[src/rtl/riscv_pkg.sv]
// Shared RV32M definitions for the execute-stage multiply/divide unit:
// funct3 encodings, FSM state type and the special-case result constants.
package riscv_pkg;

  localparam logic [2:0] F3_MUL    = 3'b000;
  localparam logic [2:0] F3_MULH   = 3'b001;
  localparam logic [2:0] F3_MULHSU = 3'b010;
  localparam logic [2:0] F3_MULHU  = 3'b011;
  localparam logic [2:0] F3_DIV    = 3'b100;
  localparam logic [2:0] F3_DIVU   = 3'b101;
  localparam logic [2:0] F3_REM    = 3'b110;
  localparam logic [2:0] F3_REMU   = 3'b111;

  localparam logic [31:0] DIV0_QUOT = 32'hFFFF_FFFF;
  localparam logic [31:0] INT_MIN   = 32'h8000_0000;

  typedef enum logic [1:0] {
    IDLE = 2'd0,
    BUSY = 2'd1,
    DONE = 2'd2
  } mdState_t;

  // Signed divide/remainder ops are the only ones that can overflow.
  function automatic logic isSignedDiv(input logic [2:0] f3);
    return (f3 == F3_DIV) || (f3 == F3_REM);
  endfunction

endpackage

[src/rtl/muldiv_signfix.sv]
// Combinational sign handling for ex_muldiv: converts incoming operands to
// magnitudes according to the op's signedness, and applies the final negate
// plus high/low (or quotient/remainder) selection on the raw iterative result.
module muldiv_signfix
  import riscv_pkg::*;
#(
  parameter int XLEN = 32
) (
  input  logic [2:0]      i_funct3,
  input  logic [XLEN-1:0] i_opA,
  input  logic [XLEN-1:0] i_opB,
  output logic [XLEN-1:0] o_magA,
  output logic [XLEN-1:0] o_magB,
  output logic            o_negMain,
  output logic            o_negRem,
  input  logic [2:0]      i_resFunct3,
  input  logic            i_resNegMain,
  input  logic            i_resNegRem,
  input  logic [XLEN-1:0] i_hi,
  input  logic [XLEN-1:0] i_lo,
  output logic [XLEN-1:0] o_result
);

  logic              w_signA;
  logic              w_signB;
  logic              w_negA;
  logic              w_negB;
  logic [2*XLEN-1:0] w_prod;
  logic [2*XLEN-1:0] w_prodFix;
  logic [XLEN-1:0]   w_quot;
  logic [XLEN-1:0]   w_rem;

  // Which operands are treated as two's-complement for the incoming op.
  always_comb begin
    w_signA = 1'b0;
    w_signB = 1'b0;
    case (i_funct3)
      F3_MULH:        begin w_signA = 1'b1; w_signB = 1'b1; end
      F3_MULHSU:      begin w_signA = 1'b1; end
      F3_DIV, F3_REM: begin w_signA = 1'b1; w_signB = 1'b1; end
      default:        ;
    endcase
  end

  assign w_negA    = w_signA & i_opA[XLEN-1];
  assign w_negB    = w_signB & i_opB[XLEN-1];
  assign o_magA    = w_negA ? -i_opA : i_opA;
  assign o_magB    = w_negB ? -i_opB : i_opB;
  assign o_negMain = w_negA ^ w_negB;
  assign o_negRem  = w_negA;

  // For multiplies hi/lo form the 64-bit product; for divides hi is the
  // remainder and lo the quotient.
  assign w_prod    = {i_hi, i_lo};
  assign w_prodFix = i_resNegMain ? -w_prod : w_prod;
  assign w_quot    = i_resNegMain ? -i_lo : i_lo;
  assign w_rem     = i_resNegRem ? -i_hi : i_hi;

  // Pick the architectural result half/part for the latched op.
  always_comb begin
    o_result = w_rem;
    case (i_resFunct3)
      F3_MUL:                       o_result = w_prodFix[XLEN-1:0];
      F3_MULH, F3_MULHSU, F3_MULHU: o_result = w_prodFix[2*XLEN-1:XLEN];
      F3_DIV, F3_DIVU:              o_result = w_quot;
      F3_REM, F3_REMU:              o_result = w_rem;
      default:                      o_result = w_rem;
    endcase
  end

endmodule

[src/rtl/ex_muldiv.sv]
// Iterative RV32M multiply/divide unit for the execute stage. Stalls the
// pipeline while computing and pulses done for one cycle with the result.
// Optional macro MULDIV_FASTMUL_EN: multiplies use a registered 33x33 signed
// array product (done at T+2); divides stay iterative.
module ex_muldiv
  import riscv_pkg::*;
#(
  parameter int XLEN = 32,
  parameter int ITER = 32
) (
  input  logic            clk,
  input  logic            reset,
  input  logic            start,
  input  logic [2:0]      funct3,
  input  logic [XLEN-1:0] opA,
  input  logic [XLEN-1:0] opB,
  input  logic [4:0]      rdIn,
  input  logic            flush,
  output logic            stall,
  output logic            busy,
  output logic            done,
  output logic [XLEN-1:0] result,
  output logic [4:0]      rdOut
);

  localparam int            CW   = $clog2(ITER);
  localparam logic [CW-1:0] LAST = CW'(ITER - 1);

  mdState_t        r_state;
  mdState_t        w_nextState;
  logic [CW-1:0]   r_count;
  logic [XLEN-1:0] r_hi;
  logic [XLEN-1:0] r_lo;
  logic [XLEN-1:0] r_opB;
  logic [2:0]      r_funct3;
  logic            r_negMain;
  logic            r_negRem;
  logic [XLEN-1:0] r_result;
  logic [4:0]      r_rdOut;

  logic [XLEN-1:0] w_magA;
  logic [XLEN-1:0] w_magB;
  logic            w_negMain;
  logic            w_negRem;
  logic [XLEN-1:0] w_fixResult;
  logic            w_divZero;
  logic            w_ovf;
  logic            w_special;
  logic [XLEN-1:0] w_specialResult;
  logic            w_isMul;
  logic [XLEN:0]   w_mulSum;
  logic [XLEN:0]   w_divShift;
  logic            w_qBit;
  logic [XLEN-1:0] w_nextHi;
  logic [XLEN-1:0] w_nextLo;
  logic            w_busyExit;
  logic [XLEN-1:0] w_busyResult;

  muldiv_signfix #(.XLEN(XLEN)) u_signfix (
    .i_funct3     (funct3),
    .i_opA        (opA),
    .i_opB        (opB),
    .o_magA       (w_magA),
    .o_magB       (w_magB),
    .o_negMain    (w_negMain),
    .o_negRem     (w_negRem),
    .i_resFunct3  (r_funct3),
    .i_resNegMain (r_negMain),
    .i_resNegRem  (r_negRem),
    .i_hi         (w_nextHi),
    .i_lo         (w_nextLo),
    .o_result     (w_fixResult)
  );

  // Divide-by-zero and signed overflow bypass the iteration entirely.
  assign w_divZero = funct3[2] & (opB == '0);
  assign w_ovf     = isSignedDiv(funct3) & (opA == INT_MIN) & (opB == '1);
  assign w_special = w_divZero | w_ovf;
  assign w_specialResult = funct3[1] ? (w_divZero ? opA : '0)
                                     : (w_divZero ? DIV0_QUOT : INT_MIN);

  // One shift-add (multiply) or restoring shift-subtract (divide) step.
  assign w_isMul    = ~r_funct3[2];
  assign w_mulSum   = {1'b0, r_hi} + (r_lo[0] ? {1'b0, r_opB} : '0);
  assign w_divShift = {r_hi, r_lo[XLEN-1]};
  assign w_qBit     = (w_divShift >= {1'b0, r_opB});
  assign w_nextHi   = w_isMul ? w_mulSum[XLEN:1]
                              : (w_qBit ? (w_divShift[XLEN-1:0] - r_opB) : w_divShift[XLEN-1:0]);
  assign w_nextLo   = w_isMul ? {w_mulSum[0], r_lo[XLEN-1:1]}
                              : {r_lo[XLEN-2:0], w_qBit};

`ifdef MULDIV_FASTMUL_EN
  logic signed [XLEN:0]     r_fastA;
  logic signed [XLEN:0]     r_fastB;
  logic signed [2*XLEN+1:0] w_fastProd;
  logic [XLEN-1:0]          w_fastResult;
  logic                     w_fastSignA;
  logic                     w_fastSignB;

  assign w_fastSignA  = (funct3 == F3_MULH) | (funct3 == F3_MULHSU);
  assign w_fastSignB  = (funct3 == F3_MULH);
  assign w_fastProd   = r_fastA * r_fastB;
  assign w_fastResult = (r_funct3 == F3_MUL) ? w_fastProd[XLEN-1:0]
                                             : w_fastProd[2*XLEN-1:XLEN];
  assign w_busyExit   = w_isMul | (r_count == LAST);
  assign w_busyResult = w_isMul ? w_fastResult : w_fixResult;

  // Sign-extended operand capture feeding the single-cycle array multiplier.
  always_ff @(posedge clk or negedge reset) begin
    if (!reset) begin
      r_fastA <= '0;
      r_fastB <= '0;
    end else if ((r_state == IDLE) && start && !flush) begin
      r_fastA <= {w_fastSignA & opA[XLEN-1], opA};
      r_fastB <= {w_fastSignB & opB[XLEN-1], opB};
    end
  end
`else
  assign w_busyExit   = (r_count == LAST);
  assign w_busyResult = w_fixResult;
`endif

  // State register.
  always_ff @(posedge clk or negedge reset) begin
    if (!reset) r_state <= IDLE;
    else        r_state <= w_nextState;
  end

  // Next-state logic; flush always wins over start and over completion.
  always_comb begin
    w_nextState = r_state;
    case (r_state)
      IDLE:    if (start && !flush) w_nextState = w_special ? DONE : BUSY;
      BUSY: begin
        if (flush)           w_nextState = IDLE;
        else if (w_busyExit) w_nextState = DONE;
      end
      DONE:    w_nextState = IDLE;
      default: w_nextState = IDLE;
    endcase
  end

  // Pipeline-facing status outputs decoded from the state.
  always_comb begin
    stall = 1'b0;
    busy  = 1'b0;
    done  = 1'b0;
    case (r_state)
      IDLE:    stall = start & ~flush;
      BUSY:    begin stall = 1'b1; busy = 1'b1; end
      DONE:    begin busy = 1'b1; done = 1'b1; end
      default: ;
    endcase
  end

  // Operand load, per-cycle iteration and result capture on the exit edge.
  always_ff @(posedge clk or negedge reset) begin
    if (!reset) begin
      r_count   <= '0;
      r_hi      <= '0;
      r_lo      <= '0;
      r_opB     <= '0;
      r_funct3  <= '0;
      r_negMain <= 1'b0;
      r_negRem  <= 1'b0;
      r_result  <= '0;
      r_rdOut   <= '0;
    end else begin
      case (r_state)
        IDLE: begin
          if (start && !flush) begin
            r_funct3  <= funct3;
            r_rdOut   <= rdIn;
            r_count   <= '0;
            r_hi      <= '0;
            r_lo      <= w_magA;
            r_opB     <= w_magB;
            r_negMain <= w_negMain;
            r_negRem  <= w_negRem;
            if (w_special) r_result <= w_specialResult;
          end
        end
        BUSY: begin
          if (!flush) begin
            r_count <= r_count + 1'b1;
            r_hi    <= w_nextHi;
            r_lo    <= w_nextLo;
            if (w_busyExit) r_result <= w_busyResult;
          end
        end
        default: ;
      endcase
    end
  end

  assign result = r_result;
  assign rdOut  = r_rdOut;

endmodule

[config.mk]
export PLATFORM = sky130hd
export DESIGN_NAME = ex_muldiv
export DESIGN_NICKNAME = d
export VERILOG_FILES = /design/src/rtl/riscv_pkg.sv /design/src/rtl/muldiv_signfix.sv /design/src/rtl/ex_muldiv.sv
export SDC_FILE = /design/constraint.sdc
export NUM_CORES = 1
export LEC_CHECK = 0
export BUFFER_PORTS_ARGS = -buffer_cell sky130_fd_sc_hd__buf_4
export CORE_MARGIN = 2
export CORE_UTILIZATION = 55
export CTS_CLUSTER_SIZE = 14
export DETAILED_ROUTE_END_ITERATION = 10
export PLACE_DENSITY = 0.74
export SLEW_MARGIN = 10
export SYNTH_ARGS = -nofsm -noshare
export SYNTH_HDL_FRONTEND = slang
export SYNTH_HIERARCHICAL = 1
export SYNTH_SLANG_ARGS = --single-unit
[constraint.sdc]
create_clock -name clk -period 7.24 [get_ports clk]
set_clock_uncertainty 0.2 [all_clocks]
set_input_delay 1.81 -clock clk [delete_from_list [all_inputs] [get_ports clk]]
set_output_delay 1.81 -clock clk [all_outputs]
set_load 0.02 [all_outputs]
# Word level (Yosys, flattened, before mapping)
# Cells that the tools add are included.
classes:
  n_mux: 37
  n_eq_ne: 21
  order_cmp: 1
  add_sub_neg: 8
  reduce_logical: 17
  bitwise_logic: 9
ops:
  columns: ["cell", "n"]
  rows:
  - ["2-to-1 mux 32 bit", 18]
  - ["case mux 32 bit (2 select lines)", 3]
  - ["negation 32 bit", 4]
  - ["case mux 32 bit (4 select lines)", 1]
  - ["== test 32 bit (second input constant)", 2]
  - ["2-to-1 mux 64 bit", 1]
  - ["negation 64 bit", 1]
  - ["adder 32 x 32 -> 33 bit", 1]
  - ["greater-or-equal comparator 33 x 32 -> 1 bit", 1]
  - ["logical NOT 32 bit", 1]
  - ["subtractor 32 bit", 1]
  - ["2-to-1 mux 31 bit", 1]
  - ["== test 3 bit (second input constant)", 6]
  - ["2-to-1 mux 5 bit", 2]
  - ["case mux 5 bit (2 select lines)", 1]
  - ["== test 3 x 2 -> 1 bit (second input constant)", 3]
  - ["2-to-1 mux 2 bit", 4]
  - ["inequality test 2 bit (second input constant)", 4]
  - ["bitwise AND 1 bit", 6]
  - ["== test 3 x 1 -> 1 bit (second input constant)", 2]
  - ["OR reduction 2 bit", 3]
  - ["OR reduction 3 bit", 2]
  - ["adder 5 x 1 -> 5 bit (second input constant)", 1]
  - ["== test 5 bit (second input constant)", 1]
  - ["19 further kinds", 23]
word_totals:
  regBits: 145

# Depth between registers and ports, before layout
logic_depth:
  word_depth: 9
  mapped_depth: 24
  depth_no_buf: 21

# Cells and area by module
# Netlist, hierarchy kept.
modules_own_cells:
  columns: ["module", "area_per_inst_um2", "seq_area_each_um2", "n_inst", "cells_per_inst"]
  rows:
  - ["ex_muldiv", 11534.8, 3628.5, 1, 1365]
  - ["muldiv_signfix", 4189.0, 0.0, 1, 660]

# Worst setup path before layout
# OpenSTA, ideal clock, no wires.
synth_timing:
  kind: "reg-to-reg"
  start: "register r_hi[12]"
  end: "register r_result[25] (netlist: result[25])"
  setup_time_ns: 0.133
  n_path_buf: 3
  arrival_ns: 4.990
  slack_ns: 1.917
  required_time_ns: 6.907
  path_stages_with_launch: 22
  path_cell_list: "dfrtp_1 > ha_1 > buf_4 > o21ai_0 > or2b_2 > a41o_2 > nor3_2 > a21o_4 > a2111o_1 > buf_2 > nand2_2 > clkbuf_8 > o211ai_1 > o21ai_0 > or4_1 > or4_1 > or3_1 > o21bai_1 > a21oi_1 > o22ai_1 > a21oi_1 > o21ai_0"
synth_via:
  elab_chain_cells: 9
synth_rtl:
  columns: ["element", "line_no", "text"]
  rows:
  - ["from (decl)", "ex_muldiv.sv:32", "logic [XLEN-1:0] r_hi;"]
  - ["from (signal assigned)", "ex_muldiv.sv:186", "r_hi <= w_nextHi;"]
  - ["subtractor 32 bit / greater-or-equal comparator 33 x 32 -> 1 bit (equally long branches)", "ex_muldiv.sv:88, ex_muldiv.sv:86", null]
  - ["2-to-1 mux 32 bit", "ex_muldiv.sv:88", ": (w_qBit ? (w_divShift[XLEN-1:0] - r_opB) : w_divShift[XLEN-1:0]);"]
  - ["2-to-1 mux 32 bit (*)", "ex_muldiv.sv:87", "assign w_nextHi = w_isMul ? w_mulSum[XLEN:1]"]
  - ["via w_nextHi[22]", "ex_muldiv.sv:54", "logic [XLEN-1:0] w_nextHi;"]
  - ["negation 64 bit / negation 32 bit (equally long branches)", "muldiv_signfix.sv:55, muldiv_signfix.sv:57", null]
  - ["2-to-1 mux 64 bit / 2-to-1 mux 32 bit (equally long branches)", "muldiv_signfix.sv:55, muldiv_signfix.sv:57", null]
  - ["case mux 32 bit (4 select lines) (*)", "muldiv_signfix.sv:62", "case (i_resFunct3)"]
  - ["via w_busyResult[25]", "ex_muldiv.sv:57", "logic [XLEN-1:0] w_busyResult;"]
  - ["2-to-1 mux 32 bit (*)", "ex_muldiv.sv:188", "if (w_busyExit) r_result <= w_busyResult;"]
  - ["2-to-1 mux 32 bit (*)", "ex_muldiv.sv:184", "if (!flush) begin"]
  - ["case mux 32 bit (2 select lines) (*)", "ex_muldiv.sv:169", "case (r_state)"]
  - ["to (signal assigned)", "ex_muldiv.sv:180", "if (w_special) r_result <= w_specialResult;"]
  - ["to (signal assigned)", "ex_muldiv.sv:188", null]
  - ["to (decl)", "ex_muldiv.sv:38", "logic [XLEN-1:0] r_result;"]
# Mark *: on every way through the listed nets, which the timed path passes. The rest lies on a longest branch. The select of a mux whose other input is x is not followed.
# A chain may end at the register's enable or synchronous reset.

# Worst setup path after layout
layout_timing:
  start: "register r_lo[0]"
  end: "register r_result[31] (netlist: result[31])"
layout_via:
  elab_chain_cells: 9
layout_rtl:
  columns: ["element", "line_no", "text"]
  rows:
  - ["from (decl)", "ex_muldiv.sv:33", "logic [XLEN-1:0] r_lo;"]
  - ["from (signal assigned)", "ex_muldiv.sv:176", "r_lo <= w_magA;"]
  - ["from (signal assigned)", "ex_muldiv.sv:187", "r_lo <= w_nextLo;"]
  - ["2-to-1 mux 32 bit (*)", "ex_muldiv.sv:84", "assign w_mulSum = {1'b0, r_hi} + (r_lo[0] ? {1'b0, r_opB} : '0);"]
  - ["adder 32 x 32 -> 33 bit (*)", "ex_muldiv.sv:84", null]
  - ["2-to-1 mux 32 bit (*)", "ex_muldiv.sv:87", null]
  - ["via w_nextHi[26]", "ex_muldiv.sv:54", null]
  - ["negation 64 bit / negation 32 bit (equally long branches)", "muldiv_signfix.sv:55, muldiv_signfix.sv:57", null]
  - ["2-to-1 mux 64 bit / 2-to-1 mux 32 bit (equally long branches)", "muldiv_signfix.sv:55, muldiv_signfix.sv:57", null]
  - ["case mux 32 bit (4 select lines) (*)", "muldiv_signfix.sv:62", null]
  - ["via w_busyResult[31]", "ex_muldiv.sv:57", null]
  - ["2-to-1 mux 32 bit (*)", "ex_muldiv.sv:188", null]
  - ["2-to-1 mux 32 bit (*)", "ex_muldiv.sv:184", null]
  - ["case mux 32 bit (2 select lines) (*)", "ex_muldiv.sv:169", null]
# Marked as above.

==> results.ini <==
[worst_setup_path]
critPathSlowestCell = a2111oi_0
worstSetupEndpointType = flop
cp-start-kind = flop
cp_max_fo = 16
r2r_slack_ns = 0.53
arrival_ns = 6.87
critical-path-top-delay-family = simple AND/OR/NAND/NOR gates
cpPeakStageDelay_ns = 0.94
required_ns = 7.40
crit_type = reg -> reg
crit_chain = and2_1 -> ha_1 -> a2111oi_0 -> o21ai_0 -> nand2_1 -> o221ai_1 -> a2111oi_0 -> nor2_1 -> xnor2_1 -> nor2_1 -> a21oi_1 -> or4_1 -> or3_1 -> or4_1 -> nor4_2 -> nor3_1 -> a32oi_1 -> mux2i_1 -> o21ai_0
critPathBufInv = 0

[place]
gp_congestion = 1.01
portBuffers = 115
hpwl_mm = 45.7
placed_area_mm2 = 0.0168
dp_slack_ns = 0.652

[detailed_routing]
wl_met2_mm = 23.9
ant_nets = 0
met1_length_mm = 26.3
highest_layer = met5
wl_per_cell_um = 24.4
routed_via_density = 6.76
drcViolationCount = 0
vias = 16700
wl_met3_mm = 7.71
drt_iter0_drc = 2160
drt_first_pass_iters = 6
drt-total-wl_mm = 60.2

[pwr]
clkPwrFrac = 0.094
seqPwrFrac = 0.153
switching_share = 0.568
p_leak_nw = 7.19
internal_power_mw = 4.48
p_comb_frac = 0.753
vdd_drop_max_uv = 314
power_density_mw_per_mm2 = 596
p_sw_mw = 5.89
total_power_mw = 10.4

[global_routing]
grt_pass1_vias = 15200
grt_overflow = 0
antenna_found_initial = 4
grt_start_max_net_pins = 91
grt.total_usage = 0.396
grt_pass1_wl_mm = 92.4

[sta]
grt_setup_unrepaired = no
fin_ws_ns = 0.530
tightestPinTransition_ns = 1.19
fmax_ghz = 0.149
setup_viol = 0
slew_headroom = 0.205
min_period_over_period = 0.927
setup-tns-final_ns = 0
maxSlewViolCount = 0
hold_viol = 0
finalCriticalPeriod_ns = 6.71

[die]
std_cell_rows = 61
core_mm2 = 0.0279
dieWidth_um = 173
start_util = 0.563
ios = 116
fp.dieH_um = 173
dieArea_mm2 = 0.0300

[cts]
numClockSinks = 145
worstSkewPairLatency_ns = 0.47
cts_tree = yes
cts_setup_buffers = 0
numCtsBuffers = 17
clk_pin_slew_ns = 0.07
cts-root-buf = clkbuf_16
htree_levels = 4
clockBufferDepth = 2
cts-resized-gates = 0
cts_hold_buffers = 0

[yosys]
ys_seq_area_frac = 0.231
synth_area_leaders = dfrtp_1 (23%), o21ai_0 (5.9%), ha_1 (5.8%)
ys.flop_type = dfrtp_1
syn_nets = 2176
yosysTopAreaCell = dfrtp_1
synth_top_area_frac = 0.231
yosysWarnings = 6
syn_area_mm2 = 0.0157
synth_edf_count = 0
ys_types = 93
synth_cells = 2025
synth_seq_cells = 145
syn_area_per_cell_um2 = 7.76
postSynth.asyncResetShare = 1.00

[final_layout]
postLayoutCellArea_mm2 = 0.0174
fillers = 2557
area_growth_pct = 10.7
drive_gt1_frac = 0.151
final_nets = 2223

[job]
drv_cap = 0

[status]
run_status = completed

[min_path]
hp-class = reg -> reg

==> worst min-delay path, delay by kind of cell, from the launching register on <==
| kind | cells | cell delay (ns) |
|---|---|---|
| flip-flops | 1 | 0.34 |
| AO/OA/AOI/OAI | 1 | 0.06 |
| AND/OR/NAND/NOR | 1 | 0.05 |
==> through the flow <==
stage	std cells	hold WS, ns	util
6_report	2466	0.280	0.623
5_1_grt	2463	0.317	0.623
4_1_cts	2463	0.286	0.623
3_5_place_dp	2431	0.271	0.601
3_3_place_gp	2431	0.264	0.601
2_1_floorplan	2025	0.262	-
==> synth_stat cells, types with 10 or more instances <==
cell / instances
nand2_1: 201
o21ai_0: 184
a21oi_1: 159
dfrtp_1: 145
nor2_1: 122
clkbuf_1: 98
xnor2_1: 98
xor2_1: 79
ha_1: 73
mux2_2: 73
nor3_1: 70
inv_1: 61
nand3_1: 56
mux2i_1: 45
nor2b_1: 43
and2_1: 37
nor4_1: 33
o31ai_1: 33
nand4_1: 30
a31oi_1: 25
o41ai_1: 25
or4_1: 25
a21o_1: 24
o211ai_1: 23
or3_1: 21
nand2b_1: 16
o221ai_1: 13
o22ai_1: 12
a211oi_1: 11
or2_2: 11
o21a_1: 10
==> routing by layer <==
metal	vias up	track usage
met3	150	0.123
met5	-	0
met1	7931	0.578
met2	1013	0.540
li1	7566	-
met4	4	0.153
==> kinds of logic (layout without fill, tap and decap cells) <==
family | Yosys count | in the layout | share of synthesized area
xor+xnor | 177 | 177 | 0.0986
compound gates | 612 | 612 | 0.247
other cells | 0 | 3 | 0
flops | 145 | 145 | 0.231
buf+inv | 187 | 247 | 0.0529
fa+ha+maj | 75 | 75 | 0.0606
simple gates | 711 | 711 | 0.229
mux | 118 | 118 | 0.0809
==> cells in the final DEF, fill, tap and decap left out, types with 24 or more instances in the layout <==
cell       n
nand2_1  200
o21ai_0  183
a21oi_1  159
buf_4    153
dfrtp_1  143
nor2_1   121
xnor2_1   98
xor2_1    79
mux2_2    73
ha_1      72
nor3_1    70
inv_1     61
nand3_1   55
mux2i_1   45
nor2b_1   43
and2_1    37
nor4_1    33
o31ai_1   33
nand4_1   30
or4_1     25
a31oi_1   25
o41ai_1   25
a21o_1    24
==> power groups by stage <==
stage	sequential (mW)	combinational [mW]	clock [mW]
6_report	1.59	7.81	0.972
5_1_grt	1.64	8.30	1.01
4_1_cts	1.57	7.51	0.978
3_5_place_dp	1.59	7.46	0
3_3_place_gp	1.57	7.43	0
2_1_floorplan	1.45	5.26	0
==> state kept, by name, indices dropped and copies added (netlist names) <==
name	cells
r_negRem	1
r_negMain	1
r_hi	32
r_funct3	3
r_opB	32
r_lo	32
rdOut	5
result	32
r_state	2
r_count	5
==> worst paths after layout <==
kind	cells past startpoint	start	end
setup / recovery	19	r_lo[0]$_DFFE_PN0P_	result[31]$_DFFE_PN0P_
min in group asynchronous	1	reset	result[17]$_DFFE_PN0P_
hold reg to reg	2	result[23]$_DFFE_PN0P_	result[23]$_DFFE_PN0P_
hold / removal	2	result[23]$_DFFE_PN0P_	result[23]$_DFFE_PN0P_
max in group asynchronous	2	reset	r_hi[3]$_DFFE_PN0P_
setup reg to reg	19	r_lo[0]$_DFFE_PN0P_	result[31]$_DFFE_PN0P_
==> layout make-up <==
| class | count | area [um2] | share of cell area |
|---|---|---|---|
| Clock buffer | 17 | 425 | 0.0244 |
| Clock inverter | 15 | 189 | 0.0109 |
| Inverter | 61 | 229 | 0.0132 |
| Tap cell | 378 | 473 | 0.0272 |
| Sequential cell | 145 | 3630 | 0.209 |
| Timing Repair Buffer | 154 | 1160 | 0.0666 |
| Antenna cell | 3 | 7.51 | 0.000431 |
| Multi-Input combinational cell | 1693 | 11300 | 0.649 |
Note: power is estimated with default switching activity, not from simulation.
